==> src/rtl/key_sequence_encoder_pkg.sv <==
// Shared types and constants for the keyboard-to-UART escape sequence encoder.
package key_sequence_encoder_pkg;

   typedef logic [7:0] UartData_t;
   typedef UartData_t [3:0] SeqBuffer_t;

   typedef enum logic {
      IDLE = 1'b0,
      EMIT = 1'b1
   } EncState_t;

   localparam UartData_t ESC        = 8'h1B;
   localparam UartData_t CSI        = 8'h5B;
   localparam UartData_t SS3        = 8'h4F;
   localparam UartData_t FINAL_UP   = 8'h41;
   localparam UartData_t FINAL_DOWN = 8'h42;
   localparam UartData_t FINAL_RIGHT = 8'h43;
   localparam UartData_t FINAL_LEFT = 8'h44;
   localparam UartData_t FINAL_HOME = 8'h48;
   localparam UartData_t FINAL_END  = 8'h46;
   localparam UartData_t DEL_PARAM  = 8'h33;
   localparam UartData_t TILDE      = 8'h7E;

   // PS/2 set-2 make codes that arrive with the E0 prefix
   localparam logic [7:0] SC_UP     = 8'h75;
   localparam logic [7:0] SC_DOWN   = 8'h72;
   localparam logic [7:0] SC_RIGHT  = 8'h74;
   localparam logic [7:0] SC_LEFT   = 8'h6B;
   localparam logic [7:0] SC_HOME   = 8'h6C;
   localparam logic [7:0] SC_END    = 8'h69;
   localparam logic [7:0] SC_DELETE = 8'h71;

   // Byte 0 of the buffer is emitted first.
   function automatic SeqBuffer_t cursor_seq(input UartData_t intro, input UartData_t fin);
      return {8'h00, fin, intro, ESC};
   endfunction

endpackage

==> src/rtl/key_sequence_lookup.sv <==
// Combinational classification of a decoded key into an emit buffer and length.
module key_sequence_lookup
   import key_sequence_encoder_pkg::*;
(
   input  logic [7:0] scanCode,
   input  logic       extended,
   input  logic [7:0] asciiCode,
   input  logic       app_cursor_mode,
   output SeqBuffer_t buffer,
   output logic [2:0] length,
   output logic       valid
);

   UartData_t intro;

   always_comb begin
      intro  = app_cursor_mode ? SS3 : CSI;
      buffer = '0;
      length = 3'd0;
      valid  = 1'b0;
      if (extended) begin
         valid  = 1'b1;
         length = 3'd3;
         case (scanCode)
            SC_UP:     buffer = cursor_seq(intro, FINAL_UP);
            SC_DOWN:   buffer = cursor_seq(intro, FINAL_DOWN);
            SC_RIGHT:  buffer = cursor_seq(intro, FINAL_RIGHT);
            SC_LEFT:   buffer = cursor_seq(intro, FINAL_LEFT);
            SC_HOME:   buffer = cursor_seq(intro, FINAL_HOME);
            SC_END:    buffer = cursor_seq(intro, FINAL_END);
            SC_DELETE: begin
               // Delete always uses the CSI form, independent of cursor mode
               buffer = {TILDE, DEL_PARAM, CSI, ESC};
               length = 3'd4;
            end
            default: begin
               valid  = 1'b0;
               length = 3'd0;
            end
         endcase
      end else if (asciiCode != 8'h00) begin
         buffer = {8'h00, 8'h00, 8'h00, asciiCode};
         length = 3'd1;
         valid  = 1'b1;
      end
   end

endmodule

==> src/rtl/key_sequence_encoder.sv <==
// Turns decoded key events into ASCII or ANSI escape byte sequences on a UART TX FIFO.
module key_sequence_encoder
   import key_sequence_encoder_pkg::*;
#(
   parameter bit AppCursorMode = 1'b0
) (
   input  logic       clk,
   input  logic       rst,
   input  logic       keyValid,
   input  logic [7:0] scanCode,
   input  logic       extended,
   input  logic [7:0] asciiCode,
   input  logic       fifoFull,
   output logic       fifoWriteRequest,
   output UartData_t  fifoInData,
   output logic       busy,
   output logic       dropped
);

   EncState_t  state, state_next;
   SeqBuffer_t buffer, lk_buffer;
   logic [2:0] length, lk_length;
   logic [1:0] index;
   logic       lk_valid;
   logic       accept;
   logic       last_write;

   key_sequence_lookup u_lookup (
      .scanCode        (scanCode),
      .extended        (extended),
      .asciiCode       (asciiCode),
      .app_cursor_mode (AppCursorMode),
      .buffer          (lk_buffer),
      .length          (lk_length),
      .valid           (lk_valid)
   );

   always_ff @(posedge clk) begin
      if (rst) state <= IDLE;
      else     state <= state_next;
   end

   always_comb begin
      state_next = state;
      case (state)
         IDLE: if (accept)     state_next = EMIT;
         EMIT: if (last_write) state_next = IDLE;
         default:              state_next = IDLE;
      endcase
   end

   always_comb begin
      busy             = (state == EMIT);
      fifoWriteRequest = (state == EMIT) && !fifoFull;
      fifoInData       = buffer[index];
      accept           = (state == IDLE) && keyValid && lk_valid;
      last_write       = fifoWriteRequest && ({1'b0, index} == (length - 3'd1));
   end

   always_ff @(posedge clk) begin
      if (rst) begin
         buffer  <= '0;
         length  <= 3'd0;
         index   <= 2'd0;
         dropped <= 1'b0;
      end else begin
         // Any key arriving while a sequence is still pending is discarded
         dropped <= keyValid && (state == EMIT);
         if (accept) begin
            buffer <= lk_buffer;
            length <= lk_length;
            index  <= 2'd0;
         end else if (last_write) begin
            index <= 2'd0;
         end else if (fifoWriteRequest) begin
            index <= index + 2'd1;
         end
      end
   end

endmodule

==> config.mk <==
export PLATFORM = sky130hd
export DESIGN_NAME = key_sequence_encoder
export DESIGN_NICKNAME = d
export VERILOG_FILES = /design/src/rtl/key_sequence_encoder_pkg.sv /design/src/rtl/key_sequence_lookup.sv /design/src/rtl/key_sequence_encoder.sv
export SDC_FILE = /design/constraint.sdc
export NUM_CORES = 1
export LEC_CHECK = 0
export CAP_MARGIN = 15
export CELL_PAD_IN_SITES_DETAIL_PLACEMENT = 0
export CELL_PAD_IN_SITES_GLOBAL_PLACEMENT = 1
export CORE_ASPECT_RATIO = 0.6
export CORE_MARGIN = 2
export CORE_UTILIZATION = 34
export CTS_CLUSTER_DIAMETER = 200
export DETAILED_ROUTE_END_ITERATION = 7
export PLACE_DENSITY_LB_ADDON = 0.1
export REMOVE_ABC_BUFFERS = 1
export SETUP_SLACK_MARGIN = 0.15
export SLEW_MARGIN = 10
export SYNTH_ARGS = -nofsm -noshare
export SYNTH_HDL_FRONTEND = slang
export SYNTH_SLANG_ARGS = --single-unit
==> constraint.sdc <==
create_clock -name clk -period 2.1 [get_ports clk]
set_input_delay 0.42 -clock clk [delete_from_list [all_inputs] [get_ports clk]]
set_output_delay 0.42 -clock clk [all_outputs]
set_load 0.005 [all_outputs]
==> run summary <==
In this run the worst setup path begins at index[0]. From left edge to right edge, the die measures ~79 um. The synthesized design contains 21 register bits.

The number of placement rows is 16. The final routed wire length divided by cell count came out at roughly 15 um. The area of the mapped netlist is 0.00116 mm2. The endpoint identified for the worst register-to-register timing path is buffer[4].

After synthesis, the share of flip-flops with an asynchronous set or reset is 0. Derived from the worst setup path, the maximum achievable clock frequency is 529 MHz. The wire length after detailed routing is about 3.5 mm. The number of nets with antenna violations after routing came out at 0.

The setup check on the worst reg-to-reg path leaves a slack of 0.60 ns. For this run, the number of Yosys warnings is 0. The relative max-transition margin is 0.744. The via count of the first global-routing pass is approximately 1200. The final net count is roughly 210. For the final database, setup skew stands at between 0.007 and 0.008 ns. Compared with the post-synthesis result, the final layout area differs by 55.2%.

The clock period minus worst slack came out at approximately 1.9 ns. For this design the top-level I/O count stands at 32. The cell count after placement is between 200 and 250. The most used flip-flop cell after synthesis is sky130_fd_sc_hd__dfxtp_1. The arrival time of data at the critical path endpoint is 1.47 ns. The total number of vias is roughly 1200.

The cell count after synthesis came out at 136. The count of buffers inserted at the top-level ports came out at 31. The total of endpoints with negative setup slack in the final report is 0.

The start of the worst register-to-register path is busy. The launching element type of the critical path is a flip-flop. The count of final max-slew check failures came out at 0. The share of post-route cells with drive strength above 1 is 0.268. The area of the core came out at 0.00326 mm2.

The half-perimeter wire length after detailed placement is about 2.7 mm. After layout, the design draws a total of around 0.9 mW. The library cell used most frequently in the layout, excluding fill and tap cells, is sky130_fd_sc_hd__buf_4.

CTS placed an instance of sky130_fd_sc_hd__clkbuf_8 at the clock tree root. The count of H-tree levels built during CTS came out at 1. The logic depth of the worst register-to-register path came out at 6.

The worst hold slack came out at about 0.47 ns. The maximum buffer depth of the clock tree came out at 2. After synthesis, the cell types taking the most area are sky130_fd_sc_hd__dfxtp_1 (36%), sky130_fd_sc_hd__mux4_2 (5.8%), sky130_fd_sc_hd__nor2_1 (5.2%). In the layout the commonest cells are sky130_fd_sc_hd__buf_4 (25), sky130_fd_sc_hd__clkdlybuf4s50_1 (21), sky130_fd_sc_hd__dfxtp_1 (18). The class of the most critical hold timing path is flip-flop to flip-flop. The number of standard cells in the layout, taps in and fillers out is around 240. The insertion delay of the later-clocked pin in the worst-skew pair came out at 0.26 ns. The post-synthesis area per instance is 8.50 um2. The critical path ends at fifoInData[6]. The share of the Yosys chip area taken by registers is 0.364. The count of endpoints failing hold in the final timing report is 0. The number of flops mapped to enable cells by yosys is 0. Of the post-synthesis cell area, the dominant cell type holds 0.364. TritonCTS built the clock tree. sky130_fd_sc_hd__dfxtp_1 takes more of the synthesized area than any other cell.

For this design the static power due to leakage is ~0.72 nW. The worst-margin pin slew is 0.381 ns. The overall die area is 0.00390 mm2.

The antenna diode count came out at 0. For this run the aggregate overflow at the end of global routing stands at 0. The count of distinct cell types in the synthesized netlist came out at 40. The start-to-end type of the worst setup path is flip-flop to output port. The capturing element type of the critical path is an output port. The start point of the worst hold path is buffer[22]. For this block, the initial DRC count from the detailed router was roughly 70. The count of max-cap constraint violations came out at 0. The worst-path maximum fanout is 6. Setup repair after global routing left no endpoint under its margin.

The post-detailed-route via-to-cell ratio came out at ~5.2. In the routed design, unresolved DRC markers number 0. The part of the cycle the worst path needs came out at 0.901.

The starting utilization of the core area is 0.354. Once layout is complete, the utilization of the core stands at 0.550. The total routing resource utilization after global routing came out at 0.192. The clock sink count came out at 21. After clock tree synthesis, the clock-pin slew on the worst setup and hold paths is approximately 0.07 ns. The total clock buffers created by CTS came out at 3. The pin count of the biggest net entering global routing came out at 18. The required time of the critical path is 1.68 ns. The first-pass iteration count of the detailed router is 4. The cell area power density is 489 mW/mm2. The first global-routing pass estimated 5.80 mm of wire. The number of antenna violations at the first check in global routing came out at 0.

The vertical die dimension is 49.2 um. The maximum vdd drop came out at between 200 and 250 uV. The final weighted congestion in routability-driven placement came out at between 0.9 and 1. The flow ran to the end, and the final reports show no timing, DRC or antenna violations.
[worst min path at each step]
stage                       to  slack [ns]  depth (start not counted)
global route        buffer[22]        0.49                          2
finish              buffer[22]        0.47                          2
detailed placement  buffer[19]        0.46                          2
floorplan           buffer[19]        0.44                          2
global placement     length[1]        0.46                          2
CTS                 buffer[19]        0.47                          2
[sequential cells by signal, indices dropped and copies added (netlist names)]
name and cells:
length 2, index 2, buffer 15, busy 1, dropped 1
[layer usage]
layer | GRT usage | up-vias | wire, um
li1 | - | 608 | -
met1 | 0.265 | 590 | 1760
met2 | 0.318 | 27 | 1560
met3 | 0.0370 | 2 | 130
met4 | 0.0345 | 0 | 27
met5 | 0 | - | 0
[cell type report]
type	count	area [um2]
Tap cell	45	56.3
Timing Repair Buffer	58	518
Multi-Input combinational cell	103	729
Sequential cell	21	429
Fill cell	318	1470
Inverter	4	15.0
Clock buffer	3	41.3
Clock inverter	1	5.00
[repair_timing]
action	4_1_cts	5_1_grt
pin swaps	2	2
setup endpoints to repair	10	17
gates resized for setup	17	12
hold endpoints to repair	0	0
hold buffers	0	0
setup buffers	3	0
[synthesized netlist by cell type, types with 2 or more instances]
master                     number
sky130_fd_sc_hd__a211oi_1       6
sky130_fd_sc_hd__a21oi_1        8
sky130_fd_sc_hd__a31oi_1        4
sky130_fd_sc_hd__and3_1         4
sky130_fd_sc_hd__buf_2          2
sky130_fd_sc_hd__clkbuf_1       5
sky130_fd_sc_hd__dfxtp_1       21
sky130_fd_sc_hd__inv_1          4
sky130_fd_sc_hd__mux2i_1        2
sky130_fd_sc_hd__mux4_2         3
sky130_fd_sc_hd__nand2_1        5
sky130_fd_sc_hd__nand2b_1       7
sky130_fd_sc_hd__nand3_1        8
sky130_fd_sc_hd__nand3b_1       2
sky130_fd_sc_hd__nor2_1        16
sky130_fd_sc_hd__nor3_1         3
sky130_fd_sc_hd__nor3b_1        2
sky130_fd_sc_hd__nor4_1         3
sky130_fd_sc_hd__o21ai_0        6
sky130_fd_sc_hd__or3_1          2
sky130_fd_sc_hd__xnor2_1        2
sky130_fd_sc_hd__xor2_1         3
[kinds of logic (layout without fill, tap and decap cells)]
group                    after synthesis  in the layout  synth area share
AND/OR/NAND/NOR                       58             58             0.272
AO/OA/AOI/OAI                         33             33             0.189
flip-flops                            21             21             0.364
buffers and inverters                 12             66            0.0411
multiplexers                           6              6            0.0855
XOR/XNOR                               5              5            0.0379
adder cells (fa/ha/maj)                1              1            0.0108
[worst max-delay path: stages (launching register included)]
cell and delay [ns]:
sky130_fd_sc_hd__dfxtp_4 0.41, sky130_fd_sc_hd__buf_6 0.12, sky130_fd_sc_hd__mux4_2 0.48, sky130_fd_sc_hd__clkdlybuf4s15_1 0.22
[power by group]
part	total [mW]	internal [mW]	switching (mW)	leakage [nW]
Sequential	0.419	0.409	0.0102	0.173
Combinational	0.190	0.111	0.0789	0.518
Clock	0.268	0.132	0.136	0.0255
[metrics by stage]
stage / setup slack (ns) / setup TNS (ns) / cell area [um2]
finish: 0.209 / 0 / 1790
global placement: -0.0688 / -0.445 / 1680
CTS: 0.134 / 0 / 1770
floorplan: 0.0401 / 0 / 1120
global route: 0.151 / 0 / 1790
detailed placement: -0.133 / -1.43 / 1680
Power figures use the tool's default switching activity.
